[config.mk]
export PLATFORM = sky130hd
export DESIGN_NAME = mem_stage_lsu_flat
export DESIGN_NICKNAME = d
export VERILOG_FILES = /design/src/rtl/mem_stage_lsu_if.sv /design/src/rtl/mem_stage_lsu.sv /design/src/flat_wrapper.sv
export SDC_FILE = /design/constraint.sdc
export NUM_CORES = 1
export LEC_CHECK = 0
export ABC_AREA = 1
export CAP_MARGIN = 25
export CELL_PAD_IN_SITES_DETAIL_PLACEMENT = 1
export CELL_PAD_IN_SITES_GLOBAL_PLACEMENT = 2
export CORE_MARGIN = 3
export CORE_UTILIZATION = 24
export DETAILED_ROUTE_END_ITERATION = 12
export GPL_TIMING_DRIVEN = 1
export PLACE_DENSITY = 0.83
export SYNTH_ARGS = -nofsm -noshare
export SYNTH_HDL_FRONTEND = slang
export SYNTH_SLANG_ARGS = --single-unit
export TNS_END_PERCENT = 50
[constraint.sdc]
create_clock -name clk -period 3 [get_ports clk]
set_input_delay 0.6 -clock clk [delete_from_list [all_inputs] [get_ports clk]]
set_output_delay 0.6 -clock clk [all_outputs]
set_load 0.02 [all_outputs]
[src/rtl/mem_stage_lsu_if.sv]
// Data-bus bundle between the MEM-stage LSU (master) and the data memory (slave).
// Handshake: the master raises bus_req_o and holds addr/we/be/wdata stable until the
// slave answers with a one-cycle bus_ack_i (read data valid in that same cycle).
interface mem_stage_lsu_if;
  logic        bus_req_o;
  logic        bus_we_o;
  logic [31:0] bus_addr_o;
  logic [3:0]  bus_be_o;
  logic [31:0] bus_wdata_o;
  logic        bus_ack_i;
  logic [31:0] bus_rdata_i;

  modport master (
    output bus_req_o, bus_we_o, bus_addr_o, bus_be_o, bus_wdata_o,
    input  bus_ack_i, bus_rdata_i
  );

  modport slave (
    input  bus_req_o, bus_we_o, bus_addr_o, bus_be_o, bus_wdata_o,
    output bus_ack_i, bus_rdata_i
  );
endinterface

[src/rtl/mem_stage_lsu.sv]
// MEM-stage load/store unit: one bus transaction per load/store, pipeline stall until
// completion, byte-lane store formatting, load alignment/extension, misalign and timeout flags.
module mem_stage_lsu #(
  parameter int unsigned TIMEOUT_CYCLES = 255
) (
  input  logic                  clk,
  input  logic                  rst,
  input  logic                  instr_valid_mem_i,
  input  logic                  dram_we_mem_i,
  input  logic                  is_load_mem_i,
  input  logic [1:0]            mem_type_mem_i,
  input  logic                  mem_unsigned_mem_i,
  input  logic [31:0]           alu_result_mem_i,
  input  logic [31:0]           rD2_mem_i,
  mem_stage_lsu_if.master       bus,
  output logic [31:0]           load_data_o,
  output logic                  lsu_stall_o,
  output logic                  misaligned_o,
  output logic                  bus_err_o,
  output logic [1:0]            state_dbg_o
);

  localparam int unsigned CW = (TIMEOUT_CYCLES > 1) ? $clog2(TIMEOUT_CYCLES) : 1;
  localparam logic [CW-1:0] CNT_LAST = CW'(TIMEOUT_CYCLES - 1);

  typedef enum logic [1:0] {
    S_IDLE = 2'd0,
    S_BUSY = 2'd1,
    S_DONE = 2'd2
  } state_e;

  state_e        state_q;
  logic [CW-1:0] cnt_q;
  logic          req_q;
  logic          we_q;
  logic [31:0]   addr_q;
  logic [3:0]    be_q;
  logic [31:0]   wdata_q;
  logic          load_q;
  logic [1:0]    lane_q;
  logic          half_q;
  logic          word_q;
  logic          uns_q;
  logic [31:0]   load_data_q;
  logic          mis_q;
  logic          err_q;

  logic          access;
  logic          is_half;
  logic          is_word;
  logic          misaligned;
  logic [1:0]    a_lo;
  logic [3:0]    be_d;
  logic [31:0]   wdata_d;

  // Request decode; type 2'b11 falls into the word path through mem_type[1].
  always_comb begin
    access     = instr_valid_mem_i & (dram_we_mem_i | is_load_mem_i);
    a_lo       = alu_result_mem_i[1:0];
    is_half    = (mem_type_mem_i == 2'b01);
    is_word    = mem_type_mem_i[1];
    misaligned = (is_half & a_lo[0]) | (is_word & (a_lo != 2'b00));
    be_d       = 4'b0000;
    wdata_d    = 32'h0;
    if (is_word) begin
      be_d    = 4'hF;
      wdata_d = rD2_mem_i;
    end else if (is_half) begin
      be_d    = 4'b0011 << a_lo;
      wdata_d = {2{rD2_mem_i[15:0]}};
    end else begin
      be_d    = 4'b0001 << a_lo;
      wdata_d = {4{rD2_mem_i[7:0]}};
    end
  end

  logic [7:0]  byte_sel;
  logic [15:0] half_sel;
  logic [31:0] load_ext;

  // Lane select uses the attributes captured at BUSY entry, not the live inputs.
  always_comb begin
    case (lane_q)
      2'd0:    byte_sel = bus.bus_rdata_i[7:0];
      2'd1:    byte_sel = bus.bus_rdata_i[15:8];
      2'd2:    byte_sel = bus.bus_rdata_i[23:16];
      default: byte_sel = bus.bus_rdata_i[31:24];
    endcase
    half_sel = lane_q[1] ? bus.bus_rdata_i[31:16] : bus.bus_rdata_i[15:0];
    if (word_q) begin
      load_ext = bus.bus_rdata_i;
    end else if (half_q) begin
      load_ext = uns_q ? {16'h0, half_sel} : {{16{half_sel[15]}}, half_sel};
    end else begin
      load_ext = uns_q ? {24'h0, byte_sel} : {{24{byte_sel[7]}}, byte_sel};
    end
  end

  always_ff @(posedge clk) begin
    if (rst) begin
      state_q     <= S_IDLE;
      cnt_q       <= '0;
      req_q       <= 1'b0;
      we_q        <= 1'b0;
      addr_q      <= 32'h0;
      be_q        <= 4'h0;
      wdata_q     <= 32'h0;
      load_q      <= 1'b0;
      lane_q      <= 2'd0;
      half_q      <= 1'b0;
      word_q      <= 1'b0;
      uns_q       <= 1'b0;
      load_data_q <= 32'h0;
      mis_q       <= 1'b0;
      err_q       <= 1'b0;
    end else begin
      mis_q <= 1'b0;
      err_q <= 1'b0;
      case (state_q)
        S_IDLE: begin
          if (access) begin
            if (misaligned) begin
              state_q <= S_DONE;
              mis_q   <= 1'b1;
            end else begin
              state_q <= S_BUSY;
              req_q   <= 1'b1;
              cnt_q   <= '0;
              we_q    <= dram_we_mem_i;
              addr_q  <= {alu_result_mem_i[31:2], 2'b00};
              be_q    <= be_d;
              wdata_q <= wdata_d;
              load_q  <= ~dram_we_mem_i;
              lane_q  <= a_lo;
              half_q  <= is_half;
              word_q  <= is_word;
              uns_q   <= mem_unsigned_mem_i;
            end
          end
        end
        S_BUSY: begin
          // An ack on the final budget cycle still counts as a completion.
          if (bus.bus_ack_i) begin
            state_q <= S_DONE;
            req_q   <= 1'b0;
            if (load_q) begin
              load_data_q <= load_ext;
            end
          end else if (cnt_q == CNT_LAST) begin
            state_q <= S_DONE;
            req_q   <= 1'b0;
            err_q   <= 1'b1;
          end else begin
            cnt_q <= cnt_q + 1'b1;
          end
        end
        S_DONE: begin
          state_q <= S_IDLE;
        end
        default: begin
          state_q <= S_IDLE;
        end
      endcase
    end
  end

  assign bus.bus_req_o   = req_q;
  assign bus.bus_we_o    = we_q;
  assign bus.bus_addr_o  = addr_q;
  assign bus.bus_be_o    = be_q;
  assign bus.bus_wdata_o = wdata_q;

  // Stall is low in DONE so the pipeline can advance past the finished access.
  assign lsu_stall_o  = ((state_q == S_IDLE) & access) | (state_q == S_BUSY);
  assign load_data_o  = load_data_q;
  assign misaligned_o = mis_q;
  assign bus_err_o    = err_q;
  assign state_dbg_o  = state_q;

endmodule

[src/flat_wrapper.sv]
// flat-port wrapper written by rule: the top's interface ports become plain ports
module mem_stage_lsu_flat 
#(
  parameter int unsigned TIMEOUT_CYCLES = 255
)
  (clk, rst, instr_valid_mem_i, dram_we_mem_i, is_load_mem_i, mem_type_mem_i, mem_unsigned_mem_i, alu_result_mem_i, rD2_mem_i, load_data_o, lsu_stall_o, misaligned_o, bus_err_o, state_dbg_o, bus_bus_req_o, bus_bus_we_o, bus_bus_addr_o, bus_bus_be_o, bus_bus_wdata_o, bus_bus_ack_i, bus_bus_rdata_i);
  mem_stage_lsu_if bus_i ();
  input  logic clk;
  input  logic rst;
  input  logic instr_valid_mem_i;
  input  logic dram_we_mem_i;
  input  logic is_load_mem_i;
  input  logic [1:0] mem_type_mem_i;
  input  logic mem_unsigned_mem_i;
  input  logic [31:0] alu_result_mem_i;
  input  logic [31:0] rD2_mem_i;
  output logic [31:0] load_data_o;
  output logic lsu_stall_o;
  output logic misaligned_o;
  output logic bus_err_o;
  output logic [1:0] state_dbg_o;
  output wire logic [$bits(bus_i.bus_req_o)-1:0] bus_bus_req_o;
  output wire logic [$bits(bus_i.bus_we_o)-1:0] bus_bus_we_o;
  output wire logic [$bits(bus_i.bus_addr_o)-1:0] bus_bus_addr_o;
  output wire logic [$bits(bus_i.bus_be_o)-1:0] bus_bus_be_o;
  output wire logic [$bits(bus_i.bus_wdata_o)-1:0] bus_bus_wdata_o;
  input wire logic [$bits(bus_i.bus_ack_i)-1:0] bus_bus_ack_i;
  input wire logic [$bits(bus_i.bus_rdata_i)-1:0] bus_bus_rdata_i;
  assign bus_bus_req_o = bus_i.bus_req_o;
  assign bus_bus_we_o = bus_i.bus_we_o;
  assign bus_bus_addr_o = bus_i.bus_addr_o;
  assign bus_bus_be_o = bus_i.bus_be_o;
  assign bus_bus_wdata_o = bus_i.bus_wdata_o;
  assign bus_i.bus_ack_i = bus_bus_ack_i;
  assign bus_i.bus_rdata_i = bus_bus_rdata_i;
  mem_stage_lsu #(.TIMEOUT_CYCLES(TIMEOUT_CYCLES)) u_core (.clk(clk), .rst(rst), .instr_valid_mem_i(instr_valid_mem_i), .dram_we_mem_i(dram_we_mem_i), .is_load_mem_i(is_load_mem_i), .mem_type_mem_i(mem_type_mem_i), .mem_unsigned_mem_i(mem_unsigned_mem_i), .alu_result_mem_i(alu_result_mem_i), .rD2_mem_i(rD2_mem_i), .bus(bus_i), .load_data_o(load_data_o), .lsu_stall_o(lsu_stall_o), .misaligned_o(misaligned_o), .bus_err_o(bus_err_o), .state_dbg_o(state_dbg_o));
endmodule
Word level (Yosys, flattened, before mapping)
Index checks and enable logic that the tools add are counted.
W data, S select, Z words.
- flip-flop bits (word level): 118
- output and inout port bits: 107
- bits of input ports: 105
- logic and storage cells: 78
- add/subtract/negate cells: 1
- bitwise gates (word level): 12
- shift operators: 2
- multiplexer cells: 27
- equality and inequality tests: 10
- reduce and logical (&&, ||, !) cells: 11
- operators with widths (kind ; count):
    $mux W32 ; 6
    $mux W8 ; 4
    $pmux W8 S3 ; 1
    $mux W16 ; 1
    $pmux W8 S2 ; 1
    $add A8 B1 Y8 const B ; 1
    $eq A8 B8 Y1 const B ; 1
    $mux W2 ; 4
    $mux W4 ; 2
    $eq A2 B1 Y1 const B ; 3
    $mux W1 ; 6
    $ne A2 B2 Y1 const B ; 3
    $reduce_and A3 Y1 ; 2
    $reduce_or A3 Y1 ; 2
    $not A1 Y1 ; 5
    $reduce_and A5 Y1 ; 1
    $and A1 B1 Y1 ; 4
    $logic_not A2 Y1 ; 2
    $pmux W2 S2 ; 1
    $reduce_and A4 Y1 ; 1
    $reduce_bool A2 Y1 ; 2
    $shl A1 B2 Y4 const A ; 1
    $shl A2 B2 Y4 const A ; 1
    $ne A3 B2 Y1 const B ; 1
    5 further kinds ; 7

Depth between registers and ports, before layout
Gate-level depths: netlist (run 1).
- depth after elaboration: 6
- gate-level depth with buffers: 10
- mapped depth without buffers: 10

Least setup slack after synthesis (run 1)
Ideal clock, no wire load.
- path kind: register to output
- from: register u_core.state_q[0] (netlist: u_core.state_dbg_o[0])
- to: output lsu_stall_o
- setup slack: 1.259 ns
- data required time: 2.400 ns
- cell stages (with the launch flop): 5
- arrival time: 1.141 ns
- buffers on the path: 0
- path through: dfxtp_1 > inv_1 > nor2_2 > clkinv_1 > nand2_1
- longest elaborated chain between the ends: 3
- elaborated cells between the ends (all ways): 4
- those cells by class: eq/ne: 1; bitwise: 2; reduce/logical: 1
- ends and longest elaborated chain (element ; line ; source):
    start, declared ; mem_stage_lsu.sv:32 ; state_e state_q;
    start signal, assigned ; mem_stage_lsu.sv:101 ; state_q <= S_IDLE;
    start signal, assigned ; mem_stage_lsu.sv:123 ; state_q <= S_DONE;
    start signal, assigned ; mem_stage_lsu.sv:126 ; state_q <= S_BUSY;
    $logic_not A2 Y1 ; mem_stage_lsu.sv:174 ; assign lsu_stall_o = ((state_q == S_IDLE) & access) | (state_q == S_BUSY);
    $and A1 B1 Y1 ; mem_stage_lsu.sv:174 ;
    $or A1 B1 Y1 * ; mem_stage_lsu.sv:174 ;
    end, declared ; flat_wrapper.sv:18 ; output logic lsu_stall_o;
Every way passes the cells marked *; elsewhere a longest branch is shown, timed or not.

Worst setup path after layout (run 1)
- from: input dram_we_mem_i
- to: output lsu_stall_o
- longest elaborated chain between the ends: 4
- ends and longest elaborated chain (element ; line ; source):
    start, declared ; flat_wrapper.sv:11 ; input logic dram_we_mem_i;
    $or A1 B1 Y1 ; mem_stage_lsu.sv:58 ; access = instr_valid_mem_i & (dram_we_mem_i | is_load_mem_i);
    $and A1 B1 Y1 ; mem_stage_lsu.sv:58 ;
    $and A1 B1 Y1 ; mem_stage_lsu.sv:174 ;
    $or A1 B1 Y1 ; mem_stage_lsu.sv:174 ;
Every way passes these cells.

==> results of run 1 <==
-- Yosys cell counts, drive strengths merged, types with 2 or more instances --
| library cell | n | area, sq um |
|---|---|---|
| a21oi | 131 | 656 |
| o21ai | 74 | 370 |
| dfxtp | 118 | 2360 |
| nand3 | 27 | 145 |
| o211a | 7 | 70.1 |
| nand2 | 258 | 978 |
| nor2 | 30 | 128 |
| nand4 | 3 | 18.8 |
| nor3 | 2 | 10.0 |
| ha | 2 | 25.0 |
| or2 | 14 | 87.6 |
| inv | 35 | 131 |
| clkbuf | 21 | 78.8 |
| buf | 26 | 158 |
| clkinv | 2 | 7.51 |
-- worst reg2reg max path: cells and delay by family (launching register included) --
family / cells / cell delay, ns
AND/OR/NAND/NOR: 5 / 0.70
buffers and inverters: 1 / 0.33
flip-flops: 1 / 0.31
AO/OA/AOI/OAI: 1 / 0.27
-- registers in the layout (all words and copies together) (netlist names) --
signal	count
u_core.load_data_o	32
u_core.bus.bus_be_o	4
u_core.half_q	1
u_core.load_q	1
u_core.lane_q	2
u_core.bus.bus_addr_o	30
u_core.misaligned_o	1
u_core.bus.bus_we_o	1
u_core.bus.bus_wdata_o	32
u_core.cnt_q	8
u_core.state_dbg_o	2
u_core.word_q	1
u_core.uns_q	1
u_core.bus_err_o	1
u_core.bus.bus_req_o	1
-- stage by stage --
step | power, uW | setup slack, ns | instances | area, sq um
2_1_floorplan | 2190 | 1.26 | 760 | 5290
3_5_place_dp | 2630 | 0.151 | 1209 | 7600
6_report | 4570 | 0.524 | 1241 | 8170
4_1_cts | 4650 | 0.0747 | 1241 | 8170
5_1_grt | 4800 | 0.376 | 1241 | 8170
3_3_place_gp | 2620 | 0.192 | 1209 | 7600
-- layout make-up --
cell class / count / area share (%)
Clock inverter: 12 / 1.58
Timing Repair Buffer: 221 / 27.0
Sequential cell: 118 / 28.9
Tap cell: 275 / 4.21
Multi-Input combinational cell: 558 / 31.3
Clock buffer: 20 / 5.34
Inverter: 37 / 1.74
-- power breakdown --
part	total [uW]	internal, uW	switching [uW]
logic	888	383	505
registers	1700	1650	50.6
clock network	1980	1220	764
-- cell families after synthesis --
family,Yosys count
AND/OR/NAND/NOR,336
AO/OA/AOI/OAI,217
flip-flops,118
buffers and inverters,84
adder cells (fa/ha/maj),2
XOR/XNOR,1
other,1
-- placed cells by master (no fill, tap or decap), types with 3 or more instances in the layout --
cell	synthesis	final
nand3_1	25	25
nand4_1	3	3
o211a_1	7	7
inv_2	4	4
clkinv_2	0	4
nor2_1	26	26
nand2_1	254	254
or2_2	14	14
inv_1	31	31
o21ai_0	74	74
clkdlybuf4s50_1	0	207
dfxtp_1	118	118
clkbuf_1	21	3
nor2_2	3	3
clkinvlp_4	0	4
buf_4	9	10
nand2_2	4	4
a21oi_1	131	131
clkbuf_16	0	17
-- layer usage --
metal / track usage, % / part of all wire (%) / up-vias
met1: 22.1 / 45 / 2653
met3: 7.81 / 9.8 / 9
met2: 27.7 / 45 / 199
met4: 3.53 / 0.47 / 2
met5: 0 / 0.062 / -
li1: - / - / 2875
-- path summary, 6_finish.rpt --
kind                               end  slack [ns]  cells past startpoint                       from
max                        lsu_stall_o        0.52                      6              dram_we_mem_i
min          u_core.bus.bus_addr_o[11]        0.46                      2  u_core.bus.bus_addr_o[11]
max reg2reg     u_core.load_data_o[18]        1.32                      7           u_core.lane_q[1]
min reg2reg  u_core.bus.bus_addr_o[11]        0.46                      2  u_core.bus.bus_addr_o[11]
==> key figures, run 1 <==
Global routing
  – Total track usage: about 17%
  – Vias in the first global route: ~6000
  – Largest net degree at the start of global routing: 73
  – Initial antenna violation count: 1
  – Grt ovf: 0
  – Global-route wire length before repair: 33200 um

Logic synthesis
  – Adder-Cell Fraction of Synth Area: 0.473%
  – Simple-Gate Fraction of Synth Area: a little over a quarter
  – EDFF count, synth: 0
  – Largest family of logic cells by synthesized area: simple AND/OR/NAND/NOR gates
  – Post-Synth XOR/XNOR Area: 0.166%
  – Distinct cell type count after synthesis: 32
  – Post-synthesis async set-or-reset flop share: 0%
  – Compound-Gate Fraction of Synth Area: 21.4%
  – Synth Cell Area: 0.00529 sq mm
  – Syn. warnings: 0
  – Post-Syn Instances: 759
  – FF+latch count, synth: 118
  – Post-synthesis mux area share: 0%
  – Sequential share of the synthesized area: 44.7%
  – Avg Cell Area, Syn: approximately 7.0 sq um
  – Top FF cell, synth: dfxtp_1

Setup path
  – Critical path arrival: 1.88 ns
  – Critical path's top delay family: buffers and inverters
  – Worst path bufs/invs: 2
  – Cell repeated most along the worst path: nor2_1
  – CP Data Required Time: approximately 2.4 ns
  – Crit path launch type: input port
  – Setup Crit Path Kind: input port to output pin
  – Worst path slowest cell: clkdlybuf4s50_1
  – CP Max Fanout: 3
  – Critical path endpoint category: output pin
  – CP cell instances: clkdlybuf4s50_1 > nor2_1 > nor2_1 > nand2_2 > nand2_1 > dlymetal6s2s_1
  – CP peak stage delay: 0.45 ns

Timing
  – Hold_ws: 0.460 ns
  – Worst Tran Pin Value: 0.814 ns
  – Final Max Tran Viols: 0
  – RSZ-0062 raised after global routing: no
  – Setup violators final: 0
  – Final-report hold violation count: 0
  – Tcrit/Tclk final: 82.5%
  – TNS Setup: 0 ns
  – Crit path time final: around 2.5 ns
  – Worst Skew: 0.00962 ns
  – Achievable Freq: between 400 and 500 MHz
  – Slew margin rel.: a little under half

Floorplanning
  – Die Y: 154 um
  – Starting Density: between 20% and 30%
  – I/O pin count: 212
  – Die Footprint: 0.0239 sq mm
  – Row cnt: 53
  – Die width: 154 um
  – Core ar.: 0.0214 sq mm

Place
  – Dpl hpwl: 15200 um
  – Final Wtd Congestion: 0.785
  – I/O Buffers: roughly 210

Clocking
  – CTS H-tree lvls: 4
  – CTS clock-pin slew for the worst setup and hold paths: 0.06 ns
  – Clock Latency Late Sink: 0.42 ns
  – CTS Hold Bufs: 0
  – Clock tree buffer depth: 2
  – CTS tree: yes
  – CTS Sinks: 118
  – Setup bufs post-CTS: 0
  – Clock root buffer: clkbuf_16
  – Gates resized, CTS repair: 0
  – Num CTS Buffers: 17

Finish
  – # diodes: 0
  – Layout filler cell count: about 2600
  – Area grow syn2layout: 54.6%
  – Final core utilization: between 30% and 40%
  – Register area: roughly 0.0024 sq mm
  – Multi-input gate area: 0.00255 sq mm
  – Layout cells sized above 1: 7.35%
  – Nets@finish: 1060

Worst hold path
  – Hold Crit Class: flop to flop

Route
  – Routed vias/inst: 4.62
  – Number of detailed-route iterations in the first pass: 5
  – Antenna-violating nets left: 0
  – Post-Route WL: 21000 um
  – WL per Instance: between 15 and 20 um
  – Initial DRC count: 248
  – Via total after detailed routing: 5738
  – Residual DRC: 0

Outcome
  – Status: finished, final reports clean

Run
  – Max Cap Viol: 0

Pwr
  – P per Cell Area: 559 mW/mm^2
  – LEAKAGE: 0.00323 uW
  – Max VDD drop: approximately 0.00037 V
Note: power is estimated with default switching activity, not from simulation.
==> run 2, diff against run 1 <==
CORE_UTILIZATION = 22   (was 24)
PLACE_DENSITY = 0.77   (was 0.83)
clock period = 2.42 ns   (was 3 ns; I/O delays follow)
==> run 2 against run 1 <==
Against the previous run:
- hold slack worse by 0.00081 ns
- sequential share of layout area fell by 0.72 points
- clock skew about the same
- final cell count is 4.4% higher
- critical path type is now flop to output pin
- combinational power grew 28%
- setup slack got worse by 0.30 ns
- power rose by 30%
- die area is 8.7% higher
==> key figures, run 2 (same netlist as run 1, synthesis figures left out) <==
Outcome
  – Status: finished, final reports clean

Floorplanning
  – Row cnt: 56
  – Die width: 161 um
  – Die Y: approximately 160 um
  – Core ar.: about 0.024 sq mm
  – Starting Density: between 20% and 30%
  – I/O pin count: 212
  – Die Footprint: 0.0259 sq mm

Timing
  – Fin worst setup slack: 0.224 ns
  – RSZ-0062 raised after global routing: no
  – Worst Tran Pin Value: 0.550 ns
  – Worst Skew: around 0.01 ns
  – Final-report hold violation count: 0
  – Final Max Tran Viols: 0
  – Crit path time final: 2.20 ns
  – Tcrit/Tclk final: 90.8%
  – Slew margin rel.: between 60 and 70%
  – Achievable Freq: 455 MHz
  – Setup violators final: 0

Pwr
  – LEAKAGE: 0.00330 uW
  – Pint: ~4200 uW
  – Clk pwr share: 45.2%
  – Max VDD drop: approximately 0.00042 V
  – P per Cell Area: roughly 710 mW/mm^2
  – Reg power frac: 35.6%
  – P_sw: 1730 uW
  – Overall power: 5930 uW
  – Combinational power share: 19.2%
  – Switch share: 29.1%

Route
  – Via total after detailed routing: 5735
  – WL per Instance: 16.9 um
  – Post-Route WL: 21900 um
  – Residual DRC: 0
  – Initial DRC count: just under 200
  – Routed vias/inst: 4.43
  – Number of detailed-route iterations in the first pass: 4
  – Antenna-violating nets left: 0

Clocking
  – CTS Hold Bufs: 0
  – Clock root buffer: clkbuf_16
  – Gates resized, CTS repair: 1
  – Num CTS Buffers: 17
  – Clock tree buffer depth: 2
  – CTS H-tree lvls: 4
  – Setup bufs post-CTS: 0
  – CTS Sinks: 118
  – CTS tree: yes
  – Clock Latency Late Sink: 0.41 ns
  – CTS clock-pin slew for the worst setup and hold paths: 0.06 ns

Worst hold path
  – Hold Crit Class: flop to flop
  – Hold_sp: u_core.bus.bus_wdata_o[26]

Finish
  – Layout cells sized above 1: 8.40%
  – Most frequent cells in the layout: nand2_1, clkdlybuf4s50_1, a21oi_1, dfxtp_1, o21ai_0
  – Commonest non-fill, non-tap cell in the layout: nand2_1
  – Final core utilization: a little over a third
  – Area grow syn2layout: 58.5%
  – Nets@finish: between 1000 and 1500
  – # diodes: 0

Setup path
  – Setup Crit Path Kind: flop to output pin
  – Worst reg2reg path depth: 6
  – CP Max Fanout: 4
  – Critical path arrival: ~1.7 ns
  – R2R setup slack: 0.50 ns
  – Crit. Startpoint: u_core.state_dbg_o[0]
  – Crit path launch type: flop
  – Crit path to: lsu_stall_o
  – CP Data Required Time: 1.94 ns
  – Reg-to-Reg End: u_core.load_data_o[5]
  – Critical path endpoint category: output pin
  – Worst r2r src: u_core.word_q

Global routing
  – Vias in the first global route: slightly below 6000
  – Global-route wire length before repair: 34000 um
  – Total track usage: 16.7%
  – Grt ovf: 0
  – Initial antenna violation count: 1
  – Largest net degree at the start of global routing: 73

Place
  – Final Wtd Congestion: 0.792
  – I/O Buffers: 209
  – DP Worst Slack: -0.0481 ns
  – Dpl hpwl: between 15000 and 20000 um

Run
  – Max Cap Viol: 0
## run 2: cell count changes in the layout (fill, tap and decap cells not counted), moves of 2 or more
| cell | change |
|---|---|
| clkinv_2 | -4 |
| clkbuf_1 | -2 |
| buf_12 | +3 |
| clkinv_4 | +2 |
| buf_4 | +7 |
## run 2: final cells by class
type | count | area (sq um)
clock buffers | 19 | 443
clock inverters | 13 | 173
fillers | 2897 | 15200
inverters | 37 | 139
multi-input cells | 558 | 2550
flip-flops and latches | 118 | 2360
well taps | 319 | 399
repair buffers | 231 | 2310
## run 2: how the worst min path moves through the flow
stage                                 end  depth (start not counted)
4_1_cts        u_core.bus.bus_wdata_o[26]                          2
3_5_place_dp   u_core.bus.bus_wdata_o[26]                          2
3_3_place_gp    u_core.bus.bus_wdata_o[1]                          2
2_1_floorplan            u_core.lane_q[0]                          2
6_report       u_core.bus.bus_wdata_o[26]                          2
5_1_grt         u_core.bus.bus_addr_o[17]                          2
## run 2: stage by stage
stage | TNS [ns] | cell area [sq um] | cells | hold slack [ns]
2_1_floorplan | 0 | 5290 | 760 | 0.445
3_3_place_gp | 0 | 7770 | 1263 | 0.447
3_5_place_dp | -0.0481 | 7770 | 1263 | 0.454
4_1_cts | 0 | 8380 | 1295 | 0.462
5_1_grt | 0 | 8380 | 1295 | 0.482
6_report | 0 | 8380 | 1295 | 0.460
## run 2: power by group through the flow
stage	logic [uW]	registers, uW	clock network [uW]
floorplan	460	2250	0
CTS	1160	2120	2750
detailed placement	1150	2160	0
global placement	1150	2150	0
finish	1140	2110	2680
global route	1250	2130	2850
## run 2: layer usage
metal  routed length (um)  share of wire [%]  global-route usage (%)  vias up
met2                 9610                 44                    25.8      186
met1                 9900                 45                    21.4     2632
li1                     -                  -                       -     2899
met3                 2180                 10                    7.77       16
met4                  209               0.95                    3.68        2
met5                    9              0.041                       0        -
## run 2: worst max-delay path, stage by stage, from the launching register on
cell,delay [ns]
dfxtp_1,0.40
inv_1,0.09
nor2_2,0.16
clkinv_1,0.18
nand2_1,0.13
dlygate4sd2_1,0.34
